$ cat src/rtl/pipeline_hazard_ctrl_pkg.sv
// Shared types for the hazard/forwarding controller: FSM encoding,
// scoreboard slot layout and forward-select bit positions.
package pipeline_hazard_ctrl_pkg;

    typedef enum logic [1:0] {
        RUN   = 2'd0,
        DRAIN = 2'd1,
        DONE  = 2'd2
    } ctrlState_t;

    // Per-slot status flags; the destination address is held alongside so
    // that REG_AW stays a module parameter.
    typedef struct packed {
        logic valid;
        logic regWr;
        logic isLoad;
    } slotFlags_t;

    localparam slotFlags_t SLOT_EMPTY = '0;

    localparam int unsigned NUM_SLOTS = 3;
    localparam int unsigned SLOT_EX   = 0;
    localparam int unsigned SLOT_MEM  = 1;

    // exFwd bit positions, lined up with exCtrl[6:3]
    localparam int unsigned FWD_EXMEM_A = 0;
    localparam int unsigned FWD_EXMEM_B = 1;
    localparam int unsigned FWD_MEMWB_A = 2;
    localparam int unsigned FWD_MEMWB_B = 3;

endpackage

$ cat src/rtl/pipeline_hazard_ctrl_hazard_scoreboard.sv
// Three-slot scoreboard of in-flight destinations (EX, MEM, WB) plus the
// source-register match comparators for the EX and MEM slots.
module hazard_scoreboard
    import pipeline_hazard_ctrl_pkg::*;
#(
    parameter int unsigned REG_AW = 5
) (
    input  logic              clk,
    input  logic              reset,
    input  logic              push,
    input  logic              pushRegWr,
    input  logic              pushIsLoad,
    input  logic [REG_AW-1:0] pushRW,
    input  logic [REG_AW-1:0] rS1,
    input  logic [REG_AW-1:0] rS2,
    output logic              exMatchS1,
    output logic              exMatchS2,
    output logic              memMatchS1,
    output logic              memMatchS2,
    output logic              exIsLoad,
    output logic              memIsLoad
);

    slotFlags_t        flags [NUM_SLOTS];
    logic [REG_AW-1:0] dst   [NUM_SLOTS];

    // A slot hazards only if it writes a nonzero register equal to r
    function automatic logic slotHit(input slotFlags_t f,
                                     input logic [REG_AW-1:0] d,
                                     input logic [REG_AW-1:0] r);
        return f.valid && f.regWr && (d == r) && (r != '0);
    endfunction

    // Advance the pipeline image; EX takes the ID instruction or a bubble
    always_ff @(posedge clk or posedge reset) begin
        if (reset) begin
            for (int unsigned i = 0; i < NUM_SLOTS; i++) begin
                flags[i] <= SLOT_EMPTY;
                dst[i]   <= '0;
            end
        end else begin
            for (int unsigned i = 1; i < NUM_SLOTS; i++) begin
                flags[i] <= flags[i-1];
                dst[i]   <= dst[i-1];
            end
            flags[SLOT_EX] <= push ? slotFlags_t'{valid: 1'b1, regWr: pushRegWr, isLoad: pushIsLoad}
                                   : SLOT_EMPTY;
            dst[SLOT_EX]   <= pushRW;
        end
    end

    // Match comparators against the current ID source registers
    always_comb begin
        exMatchS1  = slotHit(flags[SLOT_EX],  dst[SLOT_EX],  rS1);
        exMatchS2  = slotHit(flags[SLOT_EX],  dst[SLOT_EX],  rS2);
        memMatchS1 = slotHit(flags[SLOT_MEM], dst[SLOT_MEM], rS1);
        memMatchS2 = slotHit(flags[SLOT_MEM], dst[SLOT_MEM], rS2);
        exIsLoad   = flags[SLOT_EX].isLoad;
        memIsLoad  = flags[SLOT_MEM].isLoad;
    end

endmodule

$ cat src/rtl/pipeline_hazard_ctrl.sv
// Hazard and forwarding controller: load-use and branch stalls, forward
// selects, pipeline holds and the halt/drain/end-of-program sequence.
module pipeline_hazard_ctrl
    import pipeline_hazard_ctrl_pkg::*;
#(
    parameter int unsigned DRAIN_CYCLES = 3,
    parameter int unsigned REG_AW       = 5,
    parameter int unsigned CNT_W        = 32
) (
    input  logic              clk,
    input  logic              reset,
    input  logic [REG_AW-1:0] rS1,
    input  logic [REG_AW-1:0] rS2,
    input  logic [REG_AW-1:0] rW,
    input  logic              usesS1,
    input  logic              usesS2,
    input  logic              memWrId,
    input  logic              regWrId,
    input  logic              memRdId,
    input  logic              branchId,
    input  logic              haltId,
    output logic              stall,
    output logic              ifIdWrIn,
    output logic              pcWr,
    output logic              bubble,
    output logic [1:0]        idFwd,
    output logic [3:0]        exFwd,
    output logic              memWbMem,
    output logic              endProgram,
    output logic [CNT_W-1:0]  stallCount
);

    localparam int unsigned DCNT_W = $clog2(DRAIN_CYCLES + 1);

    ctrlState_t        state;
    logic [DCNT_W-1:0] drainCnt;

    logic exMatchS1, exMatchS2, memMatchS1, memMatchS2;
    logic exIsLoad, memIsLoad;
    logic loadUse, branchHaz;

    hazard_scoreboard #(
        .REG_AW(REG_AW)
    ) uScoreboard (
        .clk        (clk),
        .reset      (reset),
        .push       (!bubble),
        .pushRegWr  (regWrId),
        .pushIsLoad (memRdId),
        .pushRW     (rW),
        .rS1        (rS1),
        .rS2        (rS2),
        .exMatchS1  (exMatchS1),
        .exMatchS2  (exMatchS2),
        .memMatchS1 (memMatchS1),
        .memMatchS2 (memMatchS2),
        .exIsLoad   (exIsLoad),
        .memIsLoad  (memIsLoad)
    );

    // Stall sources: load-use in EX, or a branch needing a value not yet in ID
    always_comb begin
        loadUse   = exIsLoad & ((exMatchS1 & usesS1) | (exMatchS2 & usesS2 & ~memWrId));
        branchHaz = branchId & (exMatchS1 | (memMatchS1 & memIsLoad));
    end

    // Holds, bubble and forward selects; everything is quiet while reset is high
    always_comb begin
        stall    = 1'b0;
        ifIdWrIn = 1'b0;
        pcWr     = 1'b0;
        bubble   = 1'b1;
        idFwd    = '0;
        exFwd    = '0;
        memWbMem = 1'b0;
        if (!reset) begin
            if (state == RUN) begin
                stall    = loadUse | branchHaz;
                ifIdWrIn = ~stall;
                pcWr     = ~stall;
                bubble   = stall;
            end
            if (!stall) begin
                idFwd[0] = memMatchS1 & ~memIsLoad;
                idFwd[1] = memMatchS2 & ~memIsLoad;
                exFwd[FWD_EXMEM_A] = exMatchS1 & ~exIsLoad & ~branchId;
                exFwd[FWD_EXMEM_B] = exMatchS2 & ~exIsLoad & ~branchId;
                exFwd[FWD_MEMWB_A] = memMatchS1 & memIsLoad & ~exFwd[FWD_EXMEM_A];
                exFwd[FWD_MEMWB_B] = memMatchS2 & memIsLoad & ~exFwd[FWD_EXMEM_B];
                memWbMem = memWrId & exMatchS2 & exIsLoad;
            end
        end
    end

    // Program-end sequencer: accept halt, drain EX/MEM/WB, then latch endProgram
    always_ff @(posedge clk or posedge reset) begin
        if (reset) begin
            state      <= RUN;
            drainCnt   <= '0;
            endProgram <= 1'b0;
        end else begin
            case (state)
                RUN: begin
                    if (haltId && !stall) begin
                        state    <= DRAIN;
                        drainCnt <= DCNT_W'(DRAIN_CYCLES - 1);
                    end
                end
                DRAIN: begin
                    if (drainCnt == '0) begin
                        state      <= DONE;
                        endProgram <= 1'b1;
                    end else begin
                        drainCnt <= drainCnt - 1'b1;
                    end
                end
                DONE: begin
                    endProgram <= 1'b1;
                end
                default: begin
                    state <= RUN;
                end
            endcase
        end
    end

    // Count stalled cycles, wrapping naturally at the counter width
    always_ff @(posedge clk or posedge reset) begin
        if (reset) begin
            stallCount <= '0;
        end else if (stall) begin
            stallCount <= stallCount + 1'b1;
        end
    end

endmodule

$ cat config.mk
export PLATFORM = sky130hd
export DESIGN_NAME = pipeline_hazard_ctrl
export DESIGN_NICKNAME = d
export VERILOG_FILES = /design/src/rtl/pipeline_hazard_ctrl_pkg.sv /design/src/rtl/pipeline_hazard_ctrl_hazard_scoreboard.sv /design/src/rtl/pipeline_hazard_ctrl.sv
export SDC_FILE = /design/constraint.sdc
export NUM_CORES = 1
export LEC_CHECK = 0
export ABC_AREA = 1
export BUFFER_PORTS_ARGS = -buffer_cell sky130_fd_sc_hd__buf_2
export CAP_MARGIN = 20
export CORE_MARGIN = 8
export CORE_UTILIZATION = 50
export CTS_CLUSTER_SIZE = 25
export DETAILED_ROUTE_END_ITERATION = 10
export PLACE_DENSITY_LB_ADDON = 0.15
export SETUP_SLACK_MARGIN = 0.02
export SLEW_MARGIN = 20
export SYNTH_ARGS = -nofsm -noshare
export SYNTH_HDL_FRONTEND = slang
export SYNTH_SLANG_ARGS = --single-unit
$ cat constraint.sdc
create_clock -name clk -period 4.2 [get_ports clk]
set_clock_uncertainty 0.2 [all_clocks]
set_input_delay 1.26 -clock clk [delete_from_list [all_inputs] [get_ports clk]]
set_output_delay 1.26 -clock clk [all_outputs]
set_load 0.02 [all_outputs]
==> impl_metrics.env <==
export IMPL_ios=68
export IMPL_hold_start="uScoreboard.flags[7]$_DFF_PP0_"
export IMPL_grt_pass1_wl_mm=13.87
export IMPL_reg2regPathDepth=9
export IMPL_synth_edff_count=0
export IMPL_clock_root_buffer="clkbuf_8"
export IMPL_setup_viol_count_final=0
export IMPL_synthArstFlopShare=1.000
export IMPL_drt_iter0_markers=179
export IMPL_status="finished, final reports clean"
export IMPL_yosysTopAreaCellShare=0.4047
export IMPL_r2r_end="stallCount[26]$_DFFE_PP0P_"
export IMPL_nFillCells=631
export IMPL_fin_cells=583
export IMPL_post_cts_buffers=0
export IMPL_synth_compound_area_frac=0.01947
export IMPL_p_leak_uw=0.001965
export IMPL_worstSkewPairLatency_ps=310
export IMPL_dp_cells=575
export IMPL_htreeDepth=2
export IMPL_cts_buffers=5
export IMPL_die_w_um=96.96
export IMPL_ant_nets=0
export IMPL_fmax_mhz=246.0
export IMPL_fin_crit_ps=4065
export IMPL_path_clk_slew_ps=100
export IMPL_routedWlPerCell_um=13.99
export IMPL_synthMuxAreaShare=0
export IMPL_startpoint="rS1[0]"
export IMPL_drive_gt1_frac=0.2787
export IMPL_seq_area_mm2=0.001326
export IMPL_worst_path_most_repeated_cell="nand2_2"
export IMPL_path_depth=12
export IMPL_cpPeakStageDelay_ps=250
export IMPL_synth_simple_gate_area_frac=0.3963
export IMPL_grt_overflow=0
export IMPL_drc=0
export IMPL_cp_cell_sequence="buf_2 -> or2_4 -> nor2_4 -> nor2_2 -> nand3_2 -> nand2_2 -> nand2_2 -> nand2_4 -> nand2_1 -> nand2_2 -> nor3_1 -> buf_2"
export IMPL_path_buf_inv=2
export IMPL_holdCritPathClass="reg2reg"
export IMPL_ys_top_cells_by_count="nand2_1 (139), dfrtp_1 (53), inv_1 (43)"
export IMPL_num_rows=29
export IMPL_synthCells=431
export IMPL_setup_tns_final_ps=0
export IMPL_num_nets_final=531
export IMPL_synth_xor_xnor_area_share=0.08820
export IMPL_dr_pass1_iters=5
export IMPL_synth_area_leaders="dfrtp_1 (40%), nand2_1 (16%), nand2_2 (5.3%)"
export IMPL_numPortBuffers=67
export IMPL_yosysWarnings=0
export IMPL_grt_usage=0.1751
export IMPL_slew_limit_headroom=0.5432
export IMPL_rsz0062_at_grt="false"
export IMPL_crit_path_top_delay_cell="or2_4"
export IMPL_multi_input_area_mm2=0.001687
export IMPL_hold_depth=0
export IMPL_crit_fanout=6
export IMPL_synth_seq_area_share=0.4047
export IMPL_timing_hold_ws_ps=186.2
export IMPL_yosysMostFrequentCell="nand2_1"
export IMPL_synth_seq_cells=53
export IMPL_die_h_um=96.96
export IMPL_worst_pin_slew_ps=685.2
export IMPL_max_cap_violations=0
export IMPL_clk_path_buf_depth=2
export IMPL_num_vias=2929
export IMPL_path_delay_family="simple AND/OR/NAND/NOR gates"
export IMPL_worst_endpoint_required_ps=2740
export IMPL_gp_congestion=0.8884
export IMPL_avgSynthCellArea_um2=7.603
export IMPL_synth_fa_ha_area_frac=0.007637
export IMPL_synth_top_cell_by_area="dfrtp_1"
export IMPL_via_per_inst=5.024
export IMPL_synth_top_family_by_area="simple AND/OR/NAND/NOR gates"
export IMPL_worst_r2r_setup_slack_ps=2060
export IMPL_synth_cell_types=31
export IMPL_synth_nets=457
export IMPL_postCtsHoldBufs=0
export IMPL_ys_flop_type="dfrtp_1"
export IMPL_drv_slew=0
export IMPL_irDropWorstVdd_mv=0.2674
export IMPL_cts_sinks=53
export IMPL_grt_max_degree=54
export IMPL_fp_coreArea_mm2=0.006350
export IMPL_die_area_mm2=0.009400
export IMPL_grt_antenna_before_repair=0
export IMPL_initial_utilization=0.5161
export IMPL_hold_violations=0
export IMPL_min_period_over_period=0.9679
export IMPL_cts_tree="built"
export IMPL_crit_reg2reg_launch="stallCount[1]$_DFFE_PP0P_"
export IMPL_routed_wl_mm=8.159
export IMPL_syn_area_mm2=0.003277
export IMPL_critPathKind="in2out"
export IMPL_dp_final_hpwl_mm=6.437
export IMPL_grt_pass1_vias=2787
export IMPL_start_kind="primary input"
export IMPL_p_per_area_mw_per_mm2=276.5
export IMPL_crit_end="idFwd[0]"
export IMPL_arrival_ps=2610
export IMPL_endpoint_kind="output port"
export IMPL_syn2layout_area_growth_pct=15.31
export IMPL_insertedDiodeCount=0
==> per-stage QoR <==
| stage | utilization | total power (uW) | setup slack [ps] | area, um^2 |
|---|---|---|---|---|
| floorplan | - | 706.6 | 117.4 | 3281 |
| global placement | 0.5787 | 754.1 | 115.8 | 3675 |
| detailed placement | 0.5787 | 758.9 | 90.98 | 3675 |
| CTS | 0.5931 | 1055 | 92.47 | 3766 |
| global route | 0.5951 | 1106 | 21.83 | 3779 |
| finish | 0.5951 | 1045 | 134.7 | 3779 |
==> worst min-delay path by stage <==
stage | to | slack, ps
CTS | uScoreboard.flags[4]$_DFF_PP0_ | 190
detailed placement | uScoreboard.flags[4]$_DFF_PP0_ | 170
global route | uScoreboard.flags[4]$_DFF_PP0_ | 200
floorplan | uScoreboard.flags[4]$_DFF_PP0_ | 150
finish | uScoreboard.flags[4]$_DFF_PP0_ | 190
global placement | uScoreboard.flags[4]$_DFF_PP0_ | 160
==> area by class of cell <==
| cell class | count | area share |
|---|---|---|
| Inverter | 51 | 0.05166 |
| Tap cell | 77 | 0.02550 |
| Multi-Input combinational cell | 321 | 0.4464 |
| Sequential cell | 53 | 0.3510 |
| Clock inverter | 3 | 0.005960 |
| Clock buffer | 5 | 0.01821 |
| Timing Repair Buffer | 73 | 0.1013 |
==> flip-flops by register name, summed over array words and instances (netlist names) <==
| name | flops |
|---|---|
| drainCnt | 2 |
| endProgram | 1 |
| stallCount | 32 |
| state | 2 |
| uScoreboard.dst | 10 |
| uScoreboard.exIsLoad | 1 |
| uScoreboard.flags | 4 |
| uScoreboard.memIsLoad | 1 |
==> cells in the final DEF, fill, tap and decap left out, types with 4 or more instances in the layout <==
cell      Yosys  routed
nor2_2        6       7
nand3b_1      4       4
o21ai_0       8       8
nor3_2        3       4
nand4_1      12      12
buf_2         0      66
nand2_2      28      29
nand3_1      17      17
nor3_1       19      18
dfrtp_1      53      53
inv_1        43      41
buf_4         2       7
xor2_1       20      20
nand2_1     139     138
nor2_1       33      32
xnor2_1      13      13
clkbuf_8      0       5
inv_2         8       9
==> metal layers <==
| layer | wire length (um) | global-route usage | vias up |
|---|---|---|---|
| met3 | 460 | 0.03556 | 7 |
| met5 | 0 | 0 | - |
| met4 | 69 | 0.03195 | 0 |
| li1 | - | - | 1485 |
| met2 | 3733 | 0.2750 | 70 |
| met1 | 3896 | 0.2429 | 1367 |
==> power by group <==
| group | leakage, uW | switching (uW) | internal [uW] |
|---|---|---|---|
| logic | 0.00122 | 114 | 64.9 |
| clock network | 0.0000481 | 178 | 119 |
| registers | 0.000697 | 23.4 | 545 |
| total | 0.00197 | 316 | 729 |
==> what timing repair did <==
action,CTS,global route
endpoints found under the hold margin,0,0
endpoints found under the setup margin,0,6
gates resized for setup,0,5
==> cells by family (layout without fill, tap and decap cells) <==
family,Yosys count,count (layout)
adder cells (fa/ha/maj),2,2
buffers and inverters,57,132
XOR/XNOR,33,33
AO/OA/AOI/OAI,11,11
flip-flops,53,53
AND/OR/NAND/NOR,275,275
Power figures use the tool's default switching activity.
